==> config.mk <==
export PLATFORM = sky130hd
export DESIGN_NAME = ldpc_flip_ctrl
export DESIGN_NICKNAME = d
export VERILOG_FILES = /design/src/rtl/ldpc_flip_ctrl.sv
export SDC_FILE = /design/constraint.sdc
export NUM_CORES = 1
export LEC_CHECK = 0
export CAP_MARGIN = 15
export CELL_PAD_IN_SITES_DETAIL_PLACEMENT = 1
export CELL_PAD_IN_SITES_GLOBAL_PLACEMENT = 1
export CORE_ASPECT_RATIO = 1.4
export CORE_MARGIN = 3
export CORE_UTILIZATION = 35
export CTS_CLUSTER_DIAMETER = 50
export CTS_CLUSTER_SIZE = 8
export DETAILED_ROUTE_END_ITERATION = 6
export HOLD_SLACK_MARGIN = 0.1
export PLACE_DENSITY = 0.8
export RECOVER_POWER = 100
export SLEW_MARGIN = 20
export SYNTH_ARGS = -nofsm -noshare
export SYNTH_HDL_FRONTEND = slang
export SYNTH_SLANG_ARGS = --single-unit
==> constraint.sdc <==
create_clock -name clk -period 2.4 [get_ports clk]
set_clock_uncertainty 0.05 [all_clocks]
set_input_delay 0.36 -clock clk [delete_from_list [all_inputs] [get_ports clk]]
set_output_delay 0.36 -clock clk [all_outputs]
set_load 0.01 [all_outputs]
==> src/rtl/ldpc_flip_ctrl.sv <==
// Iterative bit-flip decode controller for the 6-bit LDPC decoder.
// Works the latched word through syndrome/flip rounds and hands the result downstream.
module ldpc_flip_ctrl #(
  parameter int W        = 6,
  parameter int MAX_ITER = 4,
  parameter int ITER_W   = 3
) (
  input  logic              clk,
  input  logic              rst,
  input  logic              in_valid,
  output logic              in_ready,
  input  logic [W-1:0]      cw_in,
  input  logic [W-1:0]      c1_in,
  input  logic [W-1:0]      c2_in,
  input  logic [W-1:0]      c3_in,
  output logic [W-1:0]      c1,
  output logic [W-1:0]      c2,
  output logic [W-1:0]      c3,
  output logic [2:0]        sy,
  input  logic [W-1:0]      v,
  output logic              out_valid,
  input  logic              out_ready,
  output logic [W-1:0]      cw_out,
  output logic              dec_ok,
  output logic [ITER_W-1:0] iter_cnt
);

  typedef enum logic [2:0] {IDLE, SYND, WAIT, FLIP, DONE} state_t;

  localparam logic [ITER_W-1:0] MAX_CNT = ITER_W'(MAX_ITER);

  state_t       state;
  state_t       state_nx;
  logic [2:0]   syn_calc;
  logic [W-1:0] mask;

  assign syn_calc  = {^(cw_out & c1), ^(cw_out & c2), ^(cw_out & c3)};
  assign in_ready  = (state == IDLE);
  assign out_valid = (state == DONE);

  // Weight-2 syndromes trust the checker's votes; other patterns use only the row overlap
  always_comb begin
    mask = '0;
    case (sy)
      3'b110:  mask = v & c1 & c2;
      3'b101:  mask = v & c1 & c3;
      3'b011:  mask = v & c2 & c3;
      3'b100:  mask = c1 & ~c2 & ~c3;
      3'b010:  mask = c2 & ~c1 & ~c3;
      3'b001:  mask = c3 & ~c1 & ~c2;
      3'b111:  mask = c1 & c2 & c3;
      default: mask = '0;
    endcase
  end

  always_comb begin
    state_nx = state;
    case (state)
      IDLE: if (in_valid) state_nx = SYND;
      SYND: begin
        if (syn_calc == 3'b000)      state_nx = DONE;
        else if (iter_cnt == MAX_CNT) state_nx = DONE;
        else                          state_nx = WAIT;
      end
      WAIT: state_nx = FLIP;
      FLIP: state_nx = (mask == '0) ? DONE : SYND;
      DONE: if (out_ready) state_nx = IDLE;
      default: state_nx = IDLE;
    endcase
  end

  always_ff @(posedge clk or posedge rst) begin
    if (rst) state <= IDLE;
    else     state <= state_nx;
  end

  // Rows only move on accept so the flip checker sees a stable problem for the whole decode
  always_ff @(posedge clk or posedge rst) begin
    if (rst) begin
      cw_out   <= '0;
      c1       <= '0;
      c2       <= '0;
      c3       <= '0;
      sy       <= '0;
      iter_cnt <= '0;
      dec_ok   <= 1'b0;
    end else begin
      case (state)
        IDLE: begin
          if (in_valid) begin
            cw_out   <= cw_in;
            c1       <= c1_in;
            c2       <= c2_in;
            c3       <= c3_in;
            iter_cnt <= '0;
            dec_ok   <= 1'b0;
          end
        end
        SYND: begin
          sy     <= syn_calc;
          dec_ok <= (syn_calc == 3'b000);
        end
        FLIP: begin
          if (mask != '0) begin
            cw_out <= cw_out ^ mask;
            if (iter_cnt != MAX_CNT) iter_cnt <= iter_cnt + ITER_W'(1);
          end
        end
        default: ;
      endcase
    end
  end

endmodule

==> flow_metrics.py, run 1 <==
metrics = {
    "run_status": {
        "status": "completed",
    },
    "timing": {
        "rsz0062_at_grt": "no",
        "fin_tns_setup_ps": 0,
        "maxSlewHeadroom_pct": 39.9,
        "finalHoldViolations": 0,
        "drv_slew": 0,
        "min_period_over_period_pct": 92.6,
        "min_period_ps": 2220,
        "tightestPinTransition_ps": 901,
        "finalSetupViolCount": 0,
        "max_freq_mhz": 450,
    },
    "synth": {
        "syn-num-nets": 303,
        "yosysWarnings": 0,
        "ys_seq_elements": 34,
        "syn_area_um2": 2300,
        "postSynthAreaPerCell_um2": 8.60,
        "async_flop_share_pct": 100,
        "synth_cell_types": 46,
        "ys_seq_area_share_pct": 37.1,
        "synth-edff-count": 0,
        "syn_inst": 267,
        "ys.flop_type": "dfrtp_1",
    },
    "run": {
        "maxCapViolations": 0,
    },
    "finish": {
        "syn_to_final_growth_pct": 36.4,
        "fill_cells": 767,
        "final_nets": 373,
        "final_cell_mix": "nand2_1 (77), dfrtp_1 (33), clkdlybuf4s50_1 (33), dlygate4sd3_1 (33), o21ai_0 (18)",
        "drive_gt1_share_pct": 11.8,
        "area.sequential_um2": 852,
        "multi_input_area_um2": 1280,
        "diodes": 0,
        "layout_commonest_cell": "nand2_1",
    },
    "critical_path": {
        "path_cells": "buf_4, and4bb_2, a31oi_1, o311a_2, nand2_2, o311a_2, mux2_4",
        "worstSetupPathType": "reg2reg",
        "cp-end-kind": "flip-flop",
        "start_kind": "flip-flop",
        "required_ps": 2540,
        "crit_buf_inv": 1,
        "crit_arrival_ps": 2360,
        "path_common_cell": "o311a_2",
        "critical_path.max_stage_delay_ps": 490,
        "path_max_fanout": 13,
        "cpMaxStageDelayCell": "dfrtp_2",
        "crit_family": "compound AO/OA/AOI/OAI gates",
    },
    "clock_tree": {
        "clk_latency_ps": 290,
        "root_buffer": "clkbuf_8",
        "cts.path.max_buffers": 2,
        "cts_tree": "yes",
        "clkTransAtPathRegs_ps": 80,
        "cts_buffers": 5,
        "ctsHoldBuffers": 0,
        "cts_num_sinks": 34,
        "htree_num_levels": 2,
    },
    "floorplan": {
        "die_width_um": 74.5,
        "rows": 34,
        "dieArea_um2": 7580,
        "core_um2": 6300,
        "initial_core_util_pct": 36.5,
        "io_pins": 67,
        "die_y_um": 102,
    },
    "power_and_ir_drop": {
        "p_per_area_nw_per_um2": 1420,
        "finalPower_uw": 4460,
        "leakagePower_uw": 0.00138,
        "ir_drop_v": 0.000532,
    },
    "routing": {
        "wl_per_cell_um": 17.5,
        "dr.pass1.iters": 4,
        "wirelength_um": 7170,
        "vias": 2251,
        "drtIter0Drc": 143,
        "drc_errors": 0,
        "via_per_inst": 5.49,
        "drtAntennaViolNets": 0,
    },
    "global_route": {
        "grt_max_degree": 35,
        "grt_util_all_layers_pct": 19.8,
        "grt_first_pass_wirelength_um": 11500,
        "antenna_found_initial": 0,
        "first_global_vias": 2311,
        "grt.overflow.total": 0,
    },
    "min_path": {
        "hold_path_class": "reg2reg",
    },
    "place": {
        "gp_congestion": 0.828,
        "dp.final_hpwl_um": 5460,
        "io_buffers": 66,
    },
}
## metrics by stage
| step | worst slack (ps) | hold slack [ps] | utilization (%) | instances | instance area, um^2 |
|---|---|---|---|---|---|
| finish | 178 | 470 | 49.7 | 410 | 3130 |
| global route | 80.9 | 516 | 49.7 | 410 | 3130 |
| CTS | 40.9 | 429 | 50.0 | 410 | 3150 |
| detailed placement | 36.2 | 449 | 48.6 | 402 | 3060 |
| global placement | 69.0 | 452 | 48.6 | 402 | 3060 |
| floorplan | 205 | 415 | - | 267 | 2300 |
## cell type report
class,count,share of cell area (%)
tap,72,2.88
sequential,34,27.2
multi-input combinational,204,41.0
inverter,11,1.32
timing repair buffer,81,24.8
clock inverter,3,0.679
clock buffer,5,2.20
## cells by family (layout without fill, tap and decap cells)
family / Yosys count / after routing / synth area share, %
flip-flops: 34 / 34 / 37.1
multiplexers: 10 / 10 / 4.69
XOR/XNOR: 19 / 19 / 8.45
AND/OR/NAND/NOR: 121 / 121 / 25.3
buffers and inverters: 29 / 100 / 6.76
AO/OA/AOI/OAI: 52 / 52 / 16.7
adder cells (fa/ha/maj): 2 / 2 / 1.09
## state kept, by name, summed over array words and instances (netlist names)
register  flops
c1            6
c2            6
c3            6
cw_out        6
iter_cnt      3
state         3
sy            3
dec_ok        1
## layer usage
| layer | routed length (um) | track usage [%] | part of all wire (%) |
|---|---|---|---|
| met3 | 181 | 2.95 | 2.5 |
| met1 | 2980 | 23.2 | 42 |
| met4 | 110 | 6.16 | 1.5 |
| met2 | 3900 | 36.2 | 54 |
| met5 | 0 | 0 | 0 |
## worst paths after layout
check	start	end	slack, ps	depth (start not counted)
hold / removal	dec_ok$_DFFE_PP0P_	dec_ok$_DFFE_PP0P_	470	2
setup / recovery	sy[1]$_DFFE_PP0P_	iter_cnt[1]$_DFFE_PP0P_	180	7
hold reg to reg	dec_ok$_DFFE_PP0P_	dec_ok$_DFFE_PP0P_	470	2
min in group asynchronous	rst	c3[4]$_DFFE_PP0P_	710	3
setup reg to reg	sy[1]$_DFFE_PP0P_	iter_cnt[1]$_DFFE_PP0P_	180	7
max in group asynchronous	rst	sy[1]$_DFFE_PP0P_	950	3
## report_power, final
| group | leakage (uW) | switching [uW] | total [uW] | internal, uW |
|---|---|---|---|---|
| registers | 0.000422 | 474 | 1320 | 843 |
| clock network | 0.0000441 | 238 | 442 | 204 |
| logic | 0.000910 | 1340 | 2700 | 1360 |
## worst register-to-register path, delay by kind of cell (launching register included)
family / cells / cell delay (ps)
flip-flops: 1 / 490
AO/OA/AOI/OAI: 3 / 770
AND/OR/NAND/NOR: 2 / 300
multiplexers: 1 / 300
buffers and inverters: 1 / 210
## Yosys cell counts (3+ instances only)
cell type  instances  share of area [%]
a311o_1            6                2.6
nor2_1             6               0.98
nand4_1           12                3.3
o21ai_0           18                3.9
clkbuf_1           8                1.3
clkbuf_2           4               0.87
a31oi_1            6                1.6
a21oi_1            3               0.65
o311a_2            4                2.0
and4bb_2           5                2.7
mux2i_1            7                3.1
nand2_1           77                 13
inv_1             11                1.8
dfrtp_1           34                 37
xnor2_1           15                5.7
nor3_1             9                2.0
a22oi_1            6                2.0
## timing repair
action / in CTS / in global routing
setup endpoints to repair: 0 / 9
setup buffers: 0 / 0
resized for setup: 0 / 2
(Power assumes the default switching activity.)
==> run 2, diff against run 1 <==
Settings changed: CAP_MARGIN 15 to 20.
==> results of run 2 <==
Final layout, timing and power as in run 1 (identical DEF).
